### src/rtl/operand_packer.sv
// Serial-to-packed operand front end for the adder-tree path: packs INPUT_NUM operands
// into one zero-padded vector. Optional HOLD stall counter under OPERAND_PACKER_STALL_CNT_EN.
module operand_packer #(
    parameter int WIDTH     = 32,
    parameter int INPUT_NUM = 4,
    parameter int CNT_W     = $clog2(INPUT_NUM + 1)
) (
    input  logic                                clk,
    input  logic                                rst,
    input  logic [WIDTH-1:0]                    in_data,
    input  logic                                in_valid,
    input  logic                                in_last,
    output logic                                in_ready,
    output logic [INPUT_NUM-1:0][WIDTH-1:0]     out_data,
    output logic [CNT_W-1:0]                    out_lanes,
    output logic                                out_valid,
    input  logic                                out_ready
`ifdef OPERAND_PACKER_STALL_CNT_EN
    ,
    output logic [31:0]                         stall_cnt
`endif
);

    localparam int IDX_W = $clog2(INPUT_NUM);
    localparam logic [IDX_W-1:0] LAST_IDX = IDX_W'(INPUT_NUM - 1);

    typedef enum logic {
        S_FILL,
        S_HOLD
    } state_t;

    state_t                          r_state;
    state_t                          w_next_state;
    logic [INPUT_NUM-1:0][WIDTH-1:0] r_fill;
    logic [IDX_W-1:0]                r_idx;
    logic [INPUT_NUM-1:0][WIDTH-1:0] r_out_data;
    logic [CNT_W-1:0]                r_out_lanes;
    logic                            r_out_valid;

    logic                            w_accept;
    logic                            w_complete;
    logic                            w_slot_free;
    logic                            w_load;
    logic [INPUT_NUM-1:0][WIDTH-1:0] w_load_vec;

    assign in_ready    = (r_state == S_FILL);
    assign w_accept    = in_valid && in_ready;
    assign w_complete  = w_accept && ((r_idx == LAST_IDX) || in_last);
    assign w_slot_free = !r_out_valid || out_ready;

    always_comb begin
        // NOTE: every signal gets a default before the case so no path can infer a latch.
        w_next_state = r_state;
        w_load       = 1'b0;
        w_load_vec   = r_fill;
        case (r_state)
            S_FILL: begin
                if (w_complete) begin
                    if (w_slot_free) begin
                        w_load            = 1'b1;
                        w_load_vec[r_idx] = in_data;
                    end else begin
                        w_next_state = S_HOLD;
                    end
                end
            end
            S_HOLD: begin
                if (out_ready) begin
                    w_load       = 1'b1;
                    w_next_state = S_FILL;
                end
            end
            default: w_next_state = S_FILL;
        endcase
    end

    // NOTE: sequential state uses non-blocking assignments only, so every flop samples pre-edge values.
    always_ff @(posedge clk or negedge rst) begin
        if (!rst) begin
            r_state <= S_FILL;
        end else begin
            r_state <= w_next_state;
        end
    end

    // Lanes above idx stay zero because the buffer is cleared on every load; that is the padding.
    always_ff @(posedge clk or negedge rst) begin
        if (!rst) begin
            r_fill <= '0;
            r_idx  <= '0;
        end else if (w_load) begin
            r_fill <= '0;
            r_idx  <= '0;
        end else if (w_accept) begin
            r_fill[r_idx] <= in_data;
            if (!w_complete) begin
                r_idx <= r_idx + IDX_W'(1);
            end
        end
    end

    always_ff @(posedge clk or negedge rst) begin
        if (!rst) begin
            r_out_data  <= '0;
            r_out_lanes <= '0;
            r_out_valid <= 1'b0;
        end else if (w_load) begin
            r_out_data  <= w_load_vec;
            r_out_lanes <= CNT_W'(r_idx) + CNT_W'(1);
            r_out_valid <= 1'b1;
        end else if (r_out_valid && out_ready) begin
            r_out_valid <= 1'b0;
        end
    end

    assign out_data  = r_out_data;
    assign out_lanes = r_out_lanes;
    assign out_valid = r_out_valid;

`ifdef OPERAND_PACKER_STALL_CNT_EN
    logic [31:0] r_stall_cnt;

    always_ff @(posedge clk or negedge rst) begin
        if (!rst) begin
            r_stall_cnt <= '0;
        end else if ((r_state == S_HOLD) && (r_stall_cnt != '1)) begin
            r_stall_cnt <= r_stall_cnt + 32'd1;
        end
    end

    assign stall_cnt = r_stall_cnt;
`endif

endmodule

### config.mk
export PLATFORM = sky130hd
export DESIGN_NAME = operand_packer
export DESIGN_NICKNAME = d
export VERILOG_FILES = /design/src/rtl/operand_packer.sv
export SDC_FILE = /design/constraint.sdc
export NUM_CORES = 1
export LEC_CHECK = 0
export CAP_MARGIN = 20
export CORE_UTILIZATION = 52
export DETAILED_ROUTE_END_ITERATION = 8
export PLACE_DENSITY = 0.78
export SETUP_SLACK_MARGIN = 0.4
export SLEW_MARGIN = 20
export SYNTH_ARGS = -nofsm -noshare
export SYNTH_HDL_FRONTEND = slang
export SYNTH_SLANG_ARGS = --single-unit
### constraint.sdc
create_clock -name clk -period 3.9 [get_ports clk]
set_clock_uncertainty 0.1 [all_clocks]
set_input_delay 0.585 -clock clk [delete_from_list [all_inputs] [get_ports clk]]
set_output_delay 0.585 -clock clk [all_outputs]
set_load 0.005 [all_outputs]
==> results.md <==
- Outcome: complete, no violations
- Global-route wire length before repair: 45,190 µm
- Slew Limit Fails: 0
- Die Wd: 145.5 µm
- Most common cell after layout, fill and taps aside: dfrtp_1
- Nets: 1,079
- Worst path cell trace: ha_1 > nor2_2 > a21boi_0 > o22ai_4 > buf_4 > a22o_1
- Via density: 6.100
- Clk_lat worst skew: 520 ps
- MaxCap Viol Count: 0
- Most frequent cells in the layout: dfrtp_1 (263), nand2_1 (194), clkdlybuf4s50_1 (168), a22o_1 (127), a22oi_1 (72)
- Max incr delay on CP: 710 ps
- RSZ-0062 raised after global routing: false
- Crit-path slowest cell: nor2_2
- Leading area contributor after synthesis: dfrtp_1
- Remaining antenna violation count after routing: 0
- Clock sinks: 263
- Final setup viols: 0
- Ranking of synthesized cells by area: dfrtp_1 (61%), a22o_1 (10%), nand2_1 (6.8%)
- H-Tree Depth: 1
- Worst R2R Path Depth: 6
- CTS Buffer Depth: 3
- Peak VDD IR: 0.0004375 V
- Worst Path Buf+Inv: 1
- Yosys top cell area share: 0.6143
- Pwr/cell area: 729.9 nW/µm²
- Initial core utilization: 0.5294
- DR iter-0 viols: 826
- Slew Limit Headroom: 0.2861
- Die Height: 145.5 µm
- Avg Cell Area, Syn: 11.70 µm²
- Worst hold path class: reg2reg
- Sequential area share after synthesis: 0.6143
- RR Endpoint: r_fill[88]$_DFFE_PN0P_
- Max Fclk: 329.9 MHz
- Required time worst endpoint: 4240 ps
- Reg-to-Reg Start: r_idx[0]$_DFFE_PN0P_
- IO Pins: 170
- Placed cells: 1,280
- Final period util: 0.7773
- Worst Hold Path Cells: 2
- GP Congestion: 0.7988
- GRT overflow: 0
- CTS tree: yes
- Pre-antenna DRT Iters: 5
- N_diodes: 0
- Area of the core: 20,230 µm²
- Largest net degree at the start of global routing: 150
- Layout cells sized above 1: 0.09858
- Root Buffer: clkbuf_16
- DRC viols: 0
- Antenna violations before repair: 0
- Count of cell types in the netlist: 39
- Net Count, Synth: 957
- Setup Fix Bufs, Post-CTS: 0
- Synth Warn #: 0
- Arrival time worst endpoint: 3380 ps
- Vias: 8,083
- Clk slew on worst S/H paths: 70 ps
- # hold bufs at CTS: 1
- Final cell count without fillers: 1,325
- Setup_tns: 0 ps
- Static Leak: 6.491 nW
- Worst Setup Start Kind: register
- Worst Hold Launch: r_fill[0]$_DFFE_PN0P_
- CP top delay family: compound AO/OA/AOI/OAI gates
- Vias in the first global route: 8,045
- Synth Register Bits: 263
- Hold endpoint: out_data[0]$_DFFE_PN0P_
- Fin. Hold Viols: 0
- Layout area overhead: 25.30%
- CP Class: reg2reg
- I/O Buffers: 169
- # rows: 52
- Overall die area: 21,180 µm²
- Mapped Cells: 916
- Drt wl/cell: 21.31 µm
- Crit end category: register
- Mapped Area: 10,710 µm²
- Total wire length: 28,240 µm
- Fin crit period: 3032 ps
- Setup slack, reg-to-reg: 870 ps
- Tightest Pin Transition: 1071 ps
- Max Fanout on Critical Path: 20
- Inserted Clock Buffers: 25
- Total Power: 9.798 mW
- Hold Slack: 370.5 ps
- CTS resizes: 0
- Final HPWL DP: 17,880 µm
- Gr usage total: 0.2705
-- power breakdown --
group	leakage [nW]	total [mW]	internal, mW	switching (mW)
clock	0.410	2.43	1.43	1.01
sequential	3.54	4.25	3.61	0.648
combinational	2.54	3.11	1.74	1.37
total	6.49	9.80	6.77	3.03
-- cell families (layout without fill, tap and decap cells) --
group | Yosys count | in the layout | synth area share
buffers and inverters | 138 | 277 | 0.05956
AND/OR/NAND/NOR | 219 | 219 | 0.08585
multiplexers | 2 | 2 | 0.001869
AO/OA/AOI/OAI | 290 | 290 | 0.2337
adder cells (fa/ha/maj) | 4 | 4 | 0.004672
flip-flops | 263 | 263 | 0.6143
-- stage by stage --
| stage | instance area (µm²) | worst slack [ps] | utilization |
|---|---|---|---|
| finish | 13420 | 868.5 | 0.6634 |
| detailed placement | 12590 | 559.8 | 0.6221 |
| CTS | 13420 | 895.1 | 0.6634 |
| global placement | 12590 | 687.7 | 0.6221 |
| global route | 13420 | 712.5 | 0.6634 |
| floorplan | 10710 | 1984 | - |
-- state kept, by name, indices dropped and copies added, names as in the netlist --
register and cells:
out_lanes 3, out_data 128, out_valid 1, r_idx 2, r_state 1, r_fill 128
-- metal layers --
metal / track usage / up-vias / part of all wire / wire [µm]
met2: 0.4228 / 348 / 0.47 / 13240
met4: 0.07368 / 0 / 0.018 / 499
met5: 0 / - / 0 / 0
li1: - / 3553 / - / -
met1: 0.3893 / 4141 / 0.44 / 12360
met3: 0.05266 / 41 / 0.076 / 2141
-- final cells by class --
cell class | instances | area (µm²)
inverters | 41 | 153.9
flip-flops and latches | 263 | 6581
clock buffers | 36 | 726.9
fillers | 1494 | 6812
clock inverters | 8 | 97.59
repair buffers | 192 | 1909
multi-input cells | 515 | 3616
well taps | 270 | 337.8
-- how the worst max path moves through the flow --
stage | from | endpoint | depth (start not counted)
final | r_idx[0]$_DFFE_PN0P_ | r_fill[88]$_DFFE_PN0P_ | 6
after global routing | r_idx[0]$_DFFE_PN0P_ | r_fill[88]$_DFFE_PN0P_ | 6
after CTS | r_idx[0]$_DFFE_PN0P_ | r_fill[86]$_DFFE_PN0P_ | 6
after detailed placement | in_last | r_fill[86]$_DFFE_PN0P_ | 6
after global placement | in_last | r_fill[88]$_DFFE_PN0P_ | 6
after floorplan | r_idx[0]$_DFFE_PN0P_ | r_fill[10]$_DFFE_PN0P_ | 7
-- worst reg2reg max path: stages (launching register included) --
cell and delay [ps]:
dfrtp_1 440, ha_1 300, nor2_2 710, a21boi_0 310
o22ai_4 620, buf_4 310, a22o_1 160
-- cells in the mapped netlist (all sizes together) --
| cell | n |
|---|---|
| nand2 | 194 |
| and2b | 1 |
| o41ai | 3 |
| a21oi | 11 |
| nor2 | 7 |
| a22o | 127 |
| or2 | 1 |
| clkbuf | 39 |
| nand2b | 2 |
| a22oi | 92 |
| a21boi | 4 |
| nor3 | 3 |
| a222oi | 30 |
| nand3b | 1 |
| o22ai | 10 |
| dfrtp | 263 |
| nor2b | 1 |
| inv | 41 |
| mux2i | 2 |
| ha | 4 |
| nand3 | 5 |
| o21a | 4 |
| o21bai | 1 |
| nand4 | 1 |
| nor4 | 3 |
| o21ai | 8 |
| buf | 58 |
Power figures use the tool's default switching activity.
